File: src/rtl/reg_wr_arbiter.sv
`default_nettype none
// ============================================================================
// Module      : reg_wr_arbiter
// Description : Write-port controller for the register file. After reset it
//               zeroes registers 1..NREGS-1, then arbitrates two writeback
//               requesters (ALU = 0, load = 1) round-robin and issues one
//               registered write per cycle on Rw/RegWr/busW.
// Revision    : 1.0 - initial release
// ============================================================================
module reg_wr_arbiter #(
    parameter int DATA_WIDTH = 32,
    parameter int ADDR_WIDTH = 5,
    parameter int NREGS      = 32
) (
    input  logic                  Clock,
    input  logic                  sys_rst,

    input  logic                  valid0,
    input  logic [ADDR_WIDTH-1:0] addr0,
    input  logic [DATA_WIDTH-1:0] data0,
    output logic                  ready0,

    input  logic                  valid1,
    input  logic [ADDR_WIDTH-1:0] addr1,
    input  logic [DATA_WIDTH-1:0] data1,
    output logic                  ready1,

    output logic [ADDR_WIDTH-1:0] Rw,
    output logic                  RegWr,
    output logic [DATA_WIDTH-1:0] busW,
    output logic                  init_done
);

    typedef enum logic [0:0] {
        INIT = 1'b0,
        RUN  = 1'b1
    } state_t;

    // Highest register index; its sweep write is the last one before RUN.
    localparam logic [ADDR_WIDTH-1:0] LAST_REG = ADDR_WIDTH'(NREGS - 1);

    state_t                state;
    state_t                next_state;
    logic [ADDR_WIDTH-1:0] cnt;
    logic                  last;

    logic                  grant_valid;
    logic                  grant_sel;
    logic [ADDR_WIDTH-1:0] sel_addr;
    logic [DATA_WIDTH-1:0] sel_data;

    // State register.
    always_ff @(posedge Clock) begin
        if (sys_rst) begin
            state <= INIT;
        end else begin
            state <= next_state;
        end
    end

    // Next state: leave INIT once the final sweep address is being issued.
    always_comb begin
        next_state = state;
        case (state)
            INIT:    if (cnt == LAST_REG) next_state = RUN;
            RUN:     next_state = RUN;
            default: next_state = INIT;
        endcase
    end

    // Round-robin grant: on a tie the requester that did not win last time
    // is served; a lone requester is served immediately.
    always_comb begin
        grant_valid = 1'b0;
        grant_sel   = 1'b0;
        if (state == RUN) begin
            if (valid0 && valid1) begin
                grant_valid = 1'b1;
                grant_sel   = ~last;
            end else if (valid0) begin
                grant_valid = 1'b1;
                grant_sel   = 1'b0;
            end else if (valid1) begin
                grant_valid = 1'b1;
                grant_sel   = 1'b1;
            end
        end
    end

    // Operand mux for the granted requester.
    always_comb begin
        sel_addr = grant_sel ? addr1 : addr0;
        sel_data = grant_sel ? data1 : data0;
    end

    assign ready0    = grant_valid && !grant_sel;
    assign ready1    = grant_valid &&  grant_sel;
    assign init_done = (state == RUN);

    // Registered write port, sweep counter and round-robin history. Writes to
    // register 0 are still accepted (ready and last update) but never enabled.
    always_ff @(posedge Clock) begin
        if (sys_rst) begin
            cnt   <= ADDR_WIDTH'(1);
            Rw    <= '0;
            RegWr <= 1'b0;
            busW  <= '0;
            last  <= 1'b1;
        end else if (state == INIT) begin
            Rw    <= cnt;
            RegWr <= 1'b1;
            busW  <= '0;
            cnt   <= cnt + ADDR_WIDTH'(1);
        end else if (grant_valid) begin
            Rw    <= sel_addr;
            busW  <= sel_data;
            RegWr <= (sel_addr != '0);
            last  <= grant_sel;
        end else begin
            RegWr <= 1'b0;
        end
    end

endmodule
`default_nettype wire

File: config.mk
export PLATFORM = sky130hd
export DESIGN_NAME = reg_wr_arbiter
export DESIGN_NICKNAME = d
export VERILOG_FILES = /design/src/rtl/reg_wr_arbiter.sv
export SDC_FILE = /design/constraint.sdc
export NUM_CORES = 1
export LEC_CHECK = 0
export BUFFER_PORTS_ARGS = -buffer_cell sky130_fd_sc_hd__clkbuf_2
export CAP_MARGIN = 20
export CORE_ASPECT_RATIO = 0.75
export CORE_UTILIZATION = 25
export DETAILED_ROUTE_END_ITERATION = 6
export SLEW_MARGIN = 5
export SYNTH_ARGS = -nofsm -noshare
export SYNTH_HDL_FRONTEND = slang
export SYNTH_SLANG_ARGS = --single-unit
File: constraint.sdc
create_clock -name Clock -period 1.8 [get_ports Clock]
set_clock_uncertainty 0.2 [all_clocks]
set_input_delay 0.36 -clock Clock [delete_from_list [all_inputs] [get_ports Clock]]
set_output_delay 0.36 -clock Clock [all_outputs]
set_load 0.03 [all_outputs]
# After elaboration in Yosys (flattened, before gate mapping)
# Cells that the tools add are included.
[op_classes] bitwise_logic=2 add_sub_neg=1 muxes=15 eq_ne=2 n_reduce_logical=7
[op_table] cell="32-bit 2-to-1 mux" count=1
[op_table] cell="5-bit 2-to-1 mux" count=3
[op_table] cell="1-bit 2-to-1 mux" count=10
[op_table] cell="5-bit by 1-bit adder with 5-bit output (second input constant)" count=1
[op_table] cell="5-bit == test (second input constant)" count=1
[op_table] cell="5-bit nonzero test" count=1
[op_table] cell="1-bit logical AND" count=3
[op_table] cell="2-bit by 1-bit != test with 1-bit output (second input constant)" count=1
[op_table] cell="1-bit NOT" count=2
[op_table] cell="1-bit one-hot mux with 2 select lines" count=1
[op_table] cell="2-bit AND reduction" count=1
[op_table] cell="2-bit OR reduction" count=1
[op_table] cell="1-bit logical NOT" count=1
[totals] wordCells=33 input_bits=78 regBits=45 output_inout_bits=41

# Depth between registers and ports, before layout
[depth] depth_word=8 mapped_depth=6 mapped_depth_nobuf=5

# Worst setup path before layout
# No wires, ideal clock.
[synth_path] path_kind="flip-flop to output port" startpoint="register state (netlist: init_done)" endpoint="output port ready0" path_buffers=1 stages_incl_launch_ff=4 t_required_ns=1.240 setup_slack_ns=-0.083 t_arrival_ns=1.323 path_cell_list="dfxtp_1 buf_4 o21ai_0 nor2_1"
[synth_between] elab_chain_cells=3 elab_cells_between_ends=4 cone_classes="2 x mux; 2 x reduce/logical"
[synth_rtl] element="start: declaration" line="42" text="state_t state;"
[synth_rtl] element="start signal: assignment" line="57" text="state <= next_state;"
[synth_rtl] element="1-bit 2-to-1 mux" line="76" text="if (state == RUN) begin"
[synth_rtl] element="1-bit logical NOT" line="96" text="assign ready0 = grant_valid && !grant_sel;"
[synth_rtl] element="1-bit logical AND *" line="96"
[synth_rtl] element="end: declaration" line="21" text="output logic ready0,"
# Mark *: on every way between the ends. The rest lies on a longest branch, timed or not.

# Worst setup path after layout
[layout_path] startpoint="register last" endpoint="output port ready0"
[layout_between] elab_chain_cells=5
[layout_rtl] element="start: declaration" line="45" text="logic last;"
[layout_rtl] element="start signal: assignment" line="118" text="last <= grant_sel;"
[layout_rtl] element="1-bit NOT" line="79" text="grant_sel = ~last;"
[layout_rtl] element="1-bit 2-to-1 mux" line="77" text="if (valid0 && valid1) begin"
[layout_rtl] element="1-bit 2-to-1 mux" line="76"
[layout_rtl] element="1-bit logical NOT" line="96"
[layout_rtl] element="1-bit logical AND" line="96"
# No other way between the ends.

==> qor.json <==
{
  "timing": {
    "rsz0062_at_grt": "false",
    "period_minus_slack_ns": 1.74,
    "final.setup.tns_ns": 0,
    "achievable-frequency_mhz": 575,
    "setup_viol": 0,
    "final.period_utilization_pct": 96.6,
    "timing.final.hold_violations": 0,
    "slew_headroom_pct": 74.1,
    "drv_slew": 0,
    "worst_pin_slew_ns": 0.383
  },
  "synthesis": {
    "synth_cells": 211,
    "yosys_register_bits": 45,
    "mappedNetlistNets": 291,
    "synth_area_leaders": "dfxtp_1 43%, mux2i_1 19%, a21oi_1 7.9%",
    "yosysTopAreaCellShare_pct": 43.1,
    "synth_area_per_cell_um2": 9.91,
    "ys_types": 31,
    "synth_area_leader_cell": "dfxtp_1",
    "ys_seq_area_share_pct": 43.1,
    "synth_area_um2": 2090,
    "yosysWarnings": 0
  },
  "setup_path": {
    "cell_family_with_the_largest_share_of_critical_path_delay": "flip-flops",
    "endpoint_kind": "output port",
    "setup.worst_path.class": "reg2out",
    "crit_required_ns": 1.24,
    "worstPathCellList": "a21boi_4, nand2_4, inv_6, nor2_2, buf_2",
    "critical_path.reg2reg.startpoint": "last$_SDFFE_PP1P_",
    "rrSetupSlack_ns": 0.15,
    "path_max_fanout": 3,
    "worst-path-buf-inv": 2,
    "crit_path_max_incr_delay_ns": 0.35,
    "cp-startpoint": "last$_SDFFE_PP1P_",
    "crit_path_max_delay_cell_type": "dfxtp_1",
    "critPathLaunchType": "register",
    "timing.critical_path.arrival_ns": 1.18
  },
  "outcome": {
    "status": "completed"
  },
  "power_and_ir_drop": {
    "power_leakage_uw": 0.00159,
    "internal_power_uw": 1390,
    "power_frac_seq_pct": 56.4,
    "finalPower_uw": 1810,
    "power_frac_clock_pct": 32.8,
    "irDropWorstVdd_v": 0.000208,
    "total_switching_power_uw": 422,
    "power_switching_share_pct": 23.3,
    "power_frac_comb_pct": 10.8,
    "power_per_cell_area_nw_per_um2": 630
  },
  "cts": {
    "cts_buffers": 5,
    "ctsHtreeMaxLevel": 2,
    "clk_latency_ns": 0.29,
    "cts-root-buf": "clkbuf_8",
    "cts_max_path_buffers": 2,
    "cts.sinks": 45,
    "clkSlewWorstSetupHoldPaths_ns": 0.09,
    "cts_tree": "done"
  },
  "detailed_routing": {
    "route.detailed.drc": 0,
    "dr.first_iter.drc_count": 62,
    "route.detailed.wl_per_inst_um": 11.8,
    "post_drt_via_cell_ratio": 4.45,
    "drt-total-wl_mm": 5.12,
    "vias": 1936,
    "antenna_left": 0,
    "first_pass_iters": 4
  },
  "floorplan": {
    "die_w_um": 108,
    "chipHeight_um": 81.2,
    "ios": 119,
    "start_util_pct": 26.2,
    "number_of_rows_created_at_floorplan": 28,
    "placeableCoreArea_um2": 7990,
    "design.die.area_um2": 8740
  },
  "final_layout": {
    "filler_cell_count": 815,
    "n_antenna_cell": 0,
    "layout_cell_share_with_drive_strength_beyond_1_pct": 43.9,
    "final_core_util_pct": 36.0,
    "area_growth_pct": 37.5,
    "nets": 409
  },
  "global_route": {
    "largest_net_degree_at_the_start_of_global_routing": 45,
    "groute.usage.overall_pct": 11.4,
    "grt_antenna_before_repair": 0,
    "grt_pass1_vias": 1628,
    "grt_pass1_wl_mm": 7.80,
    "globalRoute.totalOverflow": 0
  },
  "worst_hold_path": {
    "holdCritStartpoint": "data1[28]",
    "min-delay-path-class": "in2reg"
  },
  "place": {
    "globalplace.congestion": 0.763,
    "hpwlAfterDp_mm": 3.89,
    "placement.io_buffers": 118
  },
  "job": {
    "maxCapViolations": 0
  }
}
-- registers in the layout, indices dropped and copies added, names as in the netlist --
signal / count
busW: 32
Rw: 5
cnt: 5
RegWr: 1
init_done: 1
last: 1
-- layout make-up --
cell class	instances	area (um^2)	area share (%)
clock inverters	2	10.0	0.348
multi-input cells	148	1040	36.3
inverters	1	8.76	0.305
clock buffers	6	72.6	2.52
well taps	105	131	4.57
repair buffers	128	703	24.5
flip-flops and latches	45	905	31.5
-- logic make-up after synthesis --
group	count (synthesis)	synth area share [%]
xor+xnor	2	0.838
simple gates	22	6.04
compound gates	82	22.4
buf+inv	18	7.30
fa+ha+maj	2	1.20
flops	45	43.1
mux	40	19.2
-- cells in the final DEF (no fill, tap or decap), drive strengths merged --
cell type  instances
a31oi              5
xor2               1
and3               1
and2b              1
a21o               1
nor2b              8
mux2i             40
ha                 2
a21oi             33
o41ai              2
o22ai              5
a41oi              1
buf               11
inv                1
nor2               8
clkinv             2
o21bai             1
clkbuf           123
or2                1
xnor2              1
nand2              2
nand3              1
a21boi             1
dfxtp             45
o21ai             33
-- synthesized netlist by cell type --
cell type / number
a21boi_4: 1
o41ai_1: 1
o22ai_1: 5
o21bai_1: 1
ha_1: 2
a21oi_1: 33
and3_1: 1
mux2i_1: 40
nand2_1: 1
a41oi_2: 1
nand2_4: 1
nor2_1: 7
buf_6: 8
o21ai_0: 4
a31oi_1: 5
nor2_2: 1
o21ai_1: 29
buf_2: 4
o41ai_2: 1
nor2b_1: 7
clkbuf_1: 1
xor2_1: 1
buf_4: 4
inv_6: 1
a21o_1: 1
and2b_2: 1
xnor2_1: 1
or2_1: 1
nand3_1: 1
dfxtp_1: 45
nor2b_2: 1
-- power by group through the flow --
stage	combinational, uW	sequential [uW]	clock (uW)
detailed placement	193	1050	0
global placement	191	1050	0
CTS	195	1020	644
global route	216	1030	690
floorplan	70.0	1060	0
finish	195	1020	595
-- metrics by stage --
step                std cells  worst slack [ns]  hold slack [ns]  instance area, um^2
global placement          425             0.104            0.303                 2770
finish                    435            0.0614            0.152                 2880
floorplan                 211            0.0214            0.256                 2090
global route              435           0.00246            0.166                 2880
detailed placement        425            0.0672            0.306                 2770
CTS                       434            0.0131            0.141                 2870
-- worst paths after layout --
kind	endpoint	cells past startpoint
worst min register to register	busW[15]$_SDFFE_PP0P_	2
worst max-delay path	ready0	5
worst max register to register	busW[14]$_SDFFE_PP0P_	6
worst min-delay path	busW[28]$_SDFFE_PP0P_	3
-- worst min-delay path: stages --
cell,delay (ns)
clkbuf_2,0.07
mux2i_1,0.05
a21oi_1,0.12
-- per-layer routing --
metal | wire (um) | share of wire [%] | track usage [%] | vias up
li1 | - | - | - | 1007
met1 | 2530 | 49 | 15.8 | 853
met2 | 2170 | 42 | 17.4 | 74
met3 | 408 | 8.0 | 3.13 | 2
met4 | 18 | 0.35 | 2.88 | 0
met5 | 0 | 0 | 0 | -
-- what timing repair did --
item | 4_1_cts | 5_1_grt
resized for setup | 2 | 2
setup endpoints to repair | 2 | 1
hold buffers | 0 | 0
buffers inserted | 1 | 1
pin swaps | 1 | 1
(Power assumes the default switching activity.)
